===== src/rtl/flash_arb_pkg.sv =====
// flash_arb_pkg: shared types and constants for the flash arbiter.
//   state_e : arbiter FSM states
//   port_e  : requester identity (A = instruction fetch, B = data)
//   WORD_W  : address/data width
package flash_arb_pkg;

  localparam int WORD_W = 32;

  typedef enum logic [1:0] {
    IDLE = 2'd0,
    BUSY = 2'd1,
    RESP = 2'd2
  } state_e;

  typedef enum logic {
    PORT_A = 1'b0,
    PORT_B = 1'b1
  } port_e;

endpackage


===== src/rtl/flash_arb_cache.sv =====
// flash_arb_cache: single-entry read cache (tag, data, valid) with hit compare.
// Only instantiated when FLASH_ARB_CACHE_EN is defined.
// Ports:
//   clk, reset      : clock, async active-low reset (clears valid)
//   fill_en         : load the entry with fill_address/fill_value
//   lookup_address  : address compared against the stored tag
//   hit, hit_value  : entry valid and tag match; stored data
module flash_arb_cache
  import flash_arb_pkg::*;
(
  input  logic              clk,
  input  logic              reset,
  input  logic              fill_en,
  input  logic [WORD_W-1:0] fill_address,
  input  logic [WORD_W-1:0] fill_value,
  input  logic [WORD_W-1:0] lookup_address,
  output logic              hit,
  output logic [WORD_W-1:0] hit_value
);

  logic [WORD_W-1:0] tag_q;
  logic [WORD_W-1:0] data_q;
  logic              valid_q;

  always_ff @(posedge clk or negedge reset) begin
    if (!reset) begin
      tag_q   <= '0;
      data_q  <= '0;
      valid_q <= 1'b0;
    end else if (fill_en) begin
      tag_q   <= fill_address;
      data_q  <= fill_value;
      valid_q <= 1'b1;
    end
  end

  assign hit       = valid_q && (lookup_address == tag_q);
  assign hit_value = data_q;

endmodule


===== src/rtl/flash_arbiter.sv =====
// flash_arbiter: shares the single-port SPI flash controller between the
// instruction-fetch port (A) and the data port (B). Reads are serialised with
// round-robin tie-breaking; writes complete locally since flash is read-only.
// Optional macro FLASH_ARB_CACHE_EN adds a one-entry read cache.
// Ports:
//   clk, reset                : clock, async active-low reset
//   {a,b}_address/sel/read/write_mask/write_value_in : requester inputs
//   {a,b}_read_value_out, {a,b}_ready_out            : requester response
//   flash_address/sel/read/write_mask/write_value_out: flash request
//   flash_read_value_in, flash_ready_in              : flash response
//
// state | meaning
// IDLE  | waiting for a request; arbitration happens here
// BUSY  | flash read in flight, address held stable
// RESP  | one-cycle ready pulse to the granted port
module flash_arbiter
  import flash_arb_pkg::*;
(
  input  logic              clk,
  input  logic              reset,
  input  logic [WORD_W-1:0] a_address_in,
  input  logic              a_sel_in,
  input  logic              a_read_in,
  input  logic [3:0]        a_write_mask_in,
  input  logic [WORD_W-1:0] a_write_value_in,
  output logic [WORD_W-1:0] a_read_value_out,
  output logic              a_ready_out,
  input  logic [WORD_W-1:0] b_address_in,
  input  logic              b_sel_in,
  input  logic              b_read_in,
  input  logic [3:0]        b_write_mask_in,
  input  logic [WORD_W-1:0] b_write_value_in,
  output logic [WORD_W-1:0] b_read_value_out,
  output logic              b_ready_out,
  output logic [WORD_W-1:0] flash_address_out,
  output logic              flash_sel_out,
  output logic              flash_read_out,
  output logic [3:0]        flash_write_mask_out,
  output logic [WORD_W-1:0] flash_write_value_out,
  input  logic [WORD_W-1:0] flash_read_value_in,
  input  logic              flash_ready_in
);

  state_e            state_q, state_d;
  port_e             grant_q, grant_d;
  port_e             last_grant_q, last_grant_d;
  logic [WORD_W-1:0] addr_q, addr_d;
  logic [WORD_W-1:0] data_q, data_d;

  logic              a_req, b_req;
  port_e             pick;
  logic              pick_read;
  logic [WORD_W-1:0] pick_addr;
  logic              cache_hit;
  logic [WORD_W-1:0] cache_value;

  // Write data is meaningless to a read-only flash.
  logic unused_write_value;
  assign unused_write_value = ^{a_write_value_in, b_write_value_in};

  assign a_req = a_sel_in && (a_read_in || (|a_write_mask_in));
  assign b_req = b_sel_in && (b_read_in || (|b_write_mask_in));

  always_comb begin
    pick = PORT_A;
    if (a_req && b_req) begin
      pick = (last_grant_q == PORT_A) ? PORT_B : PORT_A;
    end else if (b_req) begin
      pick = PORT_B;
    end
  end

  // A request with the read strobe set is a read even if write bits are set.
  assign pick_read = (pick == PORT_A) ? a_read_in    : b_read_in;
  assign pick_addr = (pick == PORT_A) ? a_address_in : b_address_in;

`ifdef FLASH_ARB_CACHE_EN
  logic cache_fill;
  assign cache_fill = (state_q == BUSY) && flash_ready_in;

  flash_arb_cache u_cache (
    .clk            (clk),
    .reset          (reset),
    .fill_en        (cache_fill),
    .fill_address   (addr_q),
    .fill_value     (flash_read_value_in),
    .lookup_address (pick_addr),
    .hit            (cache_hit),
    .hit_value      (cache_value)
  );
`else
  assign cache_hit   = 1'b0;
  assign cache_value = '0;
`endif

  always_ff @(posedge clk or negedge reset) begin
    if (!reset) begin
      state_q      <= IDLE;
      grant_q      <= PORT_A;
      last_grant_q <= PORT_B;
      addr_q       <= '0;
      data_q       <= '0;
    end else begin
      state_q      <= state_d;
      grant_q      <= grant_d;
      last_grant_q <= last_grant_d;
      addr_q       <= addr_d;
      data_q       <= data_d;
    end
  end

  always_comb begin
    state_d      = state_q;
    grant_d      = grant_q;
    last_grant_d = last_grant_q;
    addr_d       = addr_q;
    data_d       = data_q;
    case (state_q)
      IDLE: begin
        if (a_req || b_req) begin
          grant_d      = pick;
          last_grant_d = pick;
          if (pick_read && cache_hit) begin
            data_d  = cache_value;
            state_d = RESP;
          end else if (pick_read) begin
            addr_d  = pick_addr;
            state_d = BUSY;
          end else begin
            data_d  = '0;
            state_d = RESP;
          end
        end
      end
      BUSY: begin
        if (flash_ready_in) begin
          data_d  = flash_read_value_in;
          state_d = RESP;
        end
      end
      RESP:    state_d = IDLE;
      default: state_d = IDLE;
    endcase
  end

  // Responses decode registered state only; sel masks a port that walked away.
  assign a_ready_out      = a_sel_in && (state_q == RESP) && (grant_q == PORT_A);
  assign b_ready_out      = b_sel_in && (state_q == RESP) && (grant_q == PORT_B);
  assign a_read_value_out = a_ready_out ? data_q : '0;
  assign b_read_value_out = b_ready_out ? data_q : '0;

  assign flash_sel_out         = (state_q == BUSY);
  assign flash_read_out        = (state_q == BUSY);
  assign flash_address_out     = addr_q;
  assign flash_write_mask_out  = '0;
  assign flash_write_value_out = '0;

endmodule


===== config.mk =====
export PLATFORM = sky130hd
export DESIGN_NAME = flash_arbiter
export DESIGN_NICKNAME = d
export VERILOG_FILES = /design/src/rtl/flash_arb_pkg.sv /design/src/rtl/flash_arb_cache.sv /design/src/rtl/flash_arbiter.sv
export SDC_FILE = /design/constraint.sdc
export NUM_CORES = 1
export LEC_CHECK = 0
export BUFFER_PORTS_ARGS = -buffer_cell sky130_fd_sc_hd__clkbuf_2
export CAP_MARGIN = 20
export CORE_AREA = 2 2 120 122
export DETAILED_ROUTE_END_ITERATION = 8
export DIE_AREA = 0 0 122 124
export PLACE_DENSITY = 0.66
export SLEW_MARGIN = 5
export SYNTH_ARGS = -nofsm -noshare
export SYNTH_HDL_FRONTEND = slang
export SYNTH_SLANG_ARGS = --single-unit

===== constraint.sdc =====
create_clock -name clk -period 1.7 [get_ports clk]
set_clock_uncertainty 0.1 [all_clocks]
set_input_delay 0 -clock clk [delete_from_list [all_inputs] [get_ports clk]]
set_output_delay 0 -clock clk [all_outputs]
set_load 0.02 [all_outputs]

# After elaboration in Yosys (flattened, before gate mapping)
# Cells that the tools add are included.
totals:
  ff_bits: 68
  inputBits: 175
classes:
  n_bitwise: 1
  eq_ne: 5
  n_mux: 15
  n_reduce_logical: 18
ops:
  columns: ["cell", "count"]
  rows:
  - ["two-way mux 32 bit", 6]
  - ["one-hot mux 32 bit (2 select lines)", 1]
  - ["OR reduction 4 bit", 2]
  - ["logical AND 1 bit", 7]
  - ["two-way mux 2 bit", 3]
  - ["two-way mux 1 bit", 4]
  - ["inequality test 2 bit (second input constant)", 2]
  - ["one-hot mux 2 bit (2 select lines)", 1]
  - ["AND reduction 2 bit", 2]
  - ["AND reduction 4 bit", 1]
  - ["logical OR 1 bit", 3]
  - ["AND reduction 3 bit", 1]
  - ["== test 2 x 1 -> 1 bit (second input constant)", 1]
  - ["== test 2 bit (second input constant)", 1]
  - ["logical NOT 2 bit", 1]
  - ["inequality test 2 x 1 -> 1 bit (second input constant)", 1]
  - ["nonzero test 2 bit", 1]
  - ["inverter 1 bit", 1]

# Longest topological paths before layout
depth:
  ltp_word: 9
  depth_mapped: 7
  ltp_nobuf: 5

# Least setup slack after synthesis
# Ideal clock, no wire load.
synth_timing:
  kind: "input-to-reg"
  start: "input port b_read_in"
  end: "register addr_q[13], in the netlist flash_address_out[13]"
  path_stages: 6
  setup_slack_ns: -0.270
  n_path_buf: 1
  arrival_ns: 1.746
  required_ns: 1.475
  setup_time_ns: 0.125
  path_cell_list: "or4_1 o21ai_2 o211ai_2 a211oi_4 buf_6 mux2_2"
synth_between:
  elab_chain_cells: 6
  elab_cells_between_ends: 9
  classes_between: "4 x mux; 5 x reduce/logical"
synth_rtl:
  columns: ["item", "line_no", "text"]
  rows:
  - ["start, declared", "flash_arbiter.sv:30", "input logic b_read_in,"]
  - ["logical OR 1 bit", "flash_arbiter.sv:62", "assign b_req = b_sel_in && (b_read_in || (|b_write_mask_in));"]
  - ["logical AND 1 bit", "flash_arbiter.sv:62", null]
  - ["two-way mux 1 bit / logical AND 1 bit (equally long branches)", "flash_arbiter.sv:68, flash_arbiter.sv:66", null]
  - ["two-way mux 1 bit", "flash_arbiter.sv:66", "if (a_req && b_req) begin"]
  - ["two-way mux 1 bit", "flash_arbiter.sv:74", "assign pick_read = (pick == PORT_A) ? a_read_in : b_read_in;"]
  - ["AND reduction 3 bit (no line)", null, null]
  - ["end signal, assigned", "flash_arbiter.sv:107", "addr_q <= addr_d;"]
  - ["end, declared", "flash_arbiter.sv:47", "logic [WORD_W-1:0] addr_q, addr_d;"]
# Several ways; a longest one is shown, not always the timed one.
# A chain may end at the register's enable or synchronous reset.

# Worst setup path after layout
layout_timing:
  start: "input port a_write_mask_in[1]"
  end: "register addr_q[20], in the netlist flash_address_out[20]"
layout_between:
  elab_chain_cells: 7
  elab_cells_between_ends: 9
  classes_between: "3 x mux; 6 x reduce/logical"
layout_rtl:
  columns: ["item", "line_no", "text"]
  rows:
  - ["start, declared", "flash_arbiter.sv:24", "input logic [3:0] a_write_mask_in,"]
  - ["OR reduction 4 bit *", "flash_arbiter.sv:61", "assign a_req = a_sel_in && (a_read_in || (|a_write_mask_in));"]
  - ["logical OR 1 bit *", "flash_arbiter.sv:61", null]
  - ["logical AND 1 bit *", "flash_arbiter.sv:61", null]
  - ["logical AND 1 bit", "flash_arbiter.sv:66", null]
  - ["two-way mux 1 bit", "flash_arbiter.sv:66", null]
  - ["two-way mux 1 bit", "flash_arbiter.sv:74", null]
  - ["AND reduction 3 bit (no line)", null, null]
# Mark *: on every way between the ends. The rest lies on a longest branch, timed or not.

==> flow_summary_export.csv <==
group,metric,value,unit
critical_path,cp-start-kind,"primary input",
synth,synthAdderAreaFrac,0,%
route,wl_met3,867,um
synth,synth_top_family_by_area,"multiplexers",
global_route,grt_pass1_vias,3957,
synth,synth_top_area_share,44.7,%
synth,netlist_area,3750,sq um
die,core_area,13700,sq um
pwr,cellLeakagePower,3.70,nW
synth,ys_ff_latch,68,
route,dr_wl_met2,8320,um
route,vias_per_cell,4.56,
clock_network,clk_latency,330,ps
die,start_util,27.3,%
synth,yosys-top-cells-area,"dfrtp_1, mux2_2, and2_1",
clock_network,cts_buffers,9,
synth,synthCells,315,
synth,synthMuxAreaShare,19.7,%
route,top_layer,"met4",
synth,avgSynthCellArea,11.9,sq um
timing,final_max_slew_viol_count,0,
flow_run,maxCapViolCount,0,
route,drt-pass1-iter-count,5,
timing,whs,70.0,ps
pwr,intPower,6.40,mW
timing,rsz0062_at_grt,"yes",
final_layout,nets,824,
die,die_area,15100,sq um
critical_path,crit_type,"primary input to flip-flop",
critical_path,cp_data_required_time,1810,ps
synth,postSynth.asyncResetShare,100,%
clock_network,cts_tree,"done",
critical_path,arrival,1970,ps
global_route,antenna_found_initial,0,
die,die_x,122,um
final_layout,syn_to_final_growth,100,%
final_layout,instances_no_fill,834,
route,drt_iter0_markers,178,
die,boundaryPins,311,
timing,finalWorstSetupSlack,-156,ps
route,wl_per_cell,18.4,um
final_layout,stdcell_area,7500,sq um
global_route,grt_max_degree,38,
global_route,overflow,0,
global_route,track_usage,17.2,%
synth,seq_area_frac_synth,45.4,%
die,die_y,124,um
synth,synth_xor_area_share,0,%
placement,dp_hpwl,7350,um
placement,dpl.cell_count,695,
timing,finalSetupViolations,126,
synth,synth_compound_area_share,10.4,%
run_status,violations,"negative setup slack",
pwr,comb_power_share,49.3,%
synth,yosys.area_share.simple,12.9,%
pwr,p_seq_share,30.8,%
synth,synth_flop_cell,"dfrtp_1",
synth,yosysWarnings,0,
pwr,pwr-share-clk,20.0,%
timing,min_period_over_period,109,%
pwr,p_sw,3.64,mW
global_route,grt_pass1_wl,19700,um
run_status,status,"finished, violations left",
placement,placed_cell_area,4970,sq um
die,rows,43,
synth,synth_edf_count,0,
pwr,p_sw_share,36.3,%
clock_network,path_clk_slew,60,ps
final_layout,diodes,0,
synth,synth_common_cells,"dfrtp_1, and2_1, mux2_2",
hold_path,min_path_type,"primary input to async pin",
timing,hold_viol,0,
route,wl_met1,5720,um
placement,gp_congestion,0.805,
critical_path,cp-end-kind,"flip-flop",
pwr,powerDensity,1340,nW/um^2
clock_network,cts_sinks,68,
route,drcViolationCount,0,
placement,io_buffers,210,
pwr,total_power,10.0,mW
clock_network,root_buffer,"clkbuf_16",
synth,yosysMostFrequentCell,"dfrtp_1",
clock_network,cts_buffer_depth,2,
clock_network,cts_max_level,3,
placement,place_ws,-436,ps
route,wirelength,15400,um
route,num_vias,3801,
timing,fmax,0.539,GHz
final_layout,drive_gt1_share,60.7,%
pwr,vdd_ir_drop_max,0.669,mV
critical_path,cp_max_fo,32,
synth,synthDistinctLibCells,30,
timing,min_period,1860,ps
route,ant_nets,0,
synth,yosysTopAreaCell,"dfrtp_1",
worst max-delay path, cell delays in order:
cell	delay (ps)
clkbuf_2	80
or4_4	550
o211ai_4	230
nor2b_4	220
buf_12	230
mux2_2	370
mux2_2	270
power by group through the flow:
stage / combinational (mW) / clock [mW] / sequential (mW)
2_1_floorplan: 1.93 / 0 / 3.34
3_3_place_gp: 3.32 / 0 / 2.96
3_5_place_dp: 3.42 / 0 / 3.01
4_1_cts: 4.05 / 2.03 / 3.03
5_1_grt: 5.23 / 2.13 / 3.19
6_report: 4.95 / 2.00 / 3.09
timing repair:
item | 4_1_cts | 5_1_grt
endpoints found under the hold margin | 133 | 0
cloned | 4 | 10
setup buffers | 8 | 3
pin swaps | 17 | 4
endpoints found under the setup margin | 129 | 133
resized for setup | 113 | 168
hold buffers | 99 | 0
sequential cells by signal, summed over array words and instances (netlist names):
| name | count |
|---|---|
| flash_address_out | 32 |
| state_q | 2 |
| grant_q | 1 |
| last_grant_q | 1 |
| data_q | 32 |
cell families (layout without fill, tap and decap cells):
logic type	Yosys count	count (layout)
simple gates	78	78
flops	68	68
mux	64	64
buf+inv	62	366
compound gates	42	42
other cells	1	36
path summary, 6_finish.rpt:
| kind | startpoint | to | slack, ps | cells past startpoint |
|---|---|---|---|---|
| setup / recovery | a_write_mask_in[1] | flash_address_out[20] | -160 | 7 |
| setup reg to reg | last_grant_q | data_q[2] | -150 | 7 |
| hold reg to reg | flash_address_out[10] | flash_address_out[10] | 410 | 1 |
| hold / removal | reset | data_q[18] | 70 | 2 |
| min in group clk | a_sel_in | grant_q | 90 | 5 |
| max in group asynchronous | reset | last_grant_q | 790 | 3 |
layer usage:
metal | GRT usage, % | up-vias
li1 | - | 1693
met1 | 17.3 | 1869
met2 | 32.5 | 198
met3 | 4.26 | 41
met4 | 9.34 | 0
met5 | 0 | -
placed cells by master, fill, tap and decap left out, types with 3 or more instances in the layout:
master         instances
and2_4                53
a22o_1                32
inv_1                  3
conb_1                36
clkbuf_2             145
mux2_2                38
buf_6                 34
clkinv_2               3
clkbuf_16             18
dfrtp_1               66
buf_4                  9
mux2_4                26
buf_8                 36
buf_16                 4
buf_12                 9
dlygate4sd3_1         98
and2_1                11
final cells by class:
class	count	area (sq um)
Inverter	5	18.8
Timing Repair Buffer	345	3230
Clock buffer	11	243
Multi-Input combinational cell	220	2010
Clock inverter	5	75.1
Sequential cell	68	1700
Tap cell	180	225
Fill cell	1071	6220
metrics by stage:
step | utilization (%) | setup TNS (ps)
after CTS | 50.1 | -9170
after global routing | 54.7 | -20090
after floorplan | - | -10630
after global placement | 36.2 | -19150
final | 54.7 | -12060
after detailed placement | 36.2 | -21750
Note: power is estimated with default switching activity, not from simulation.
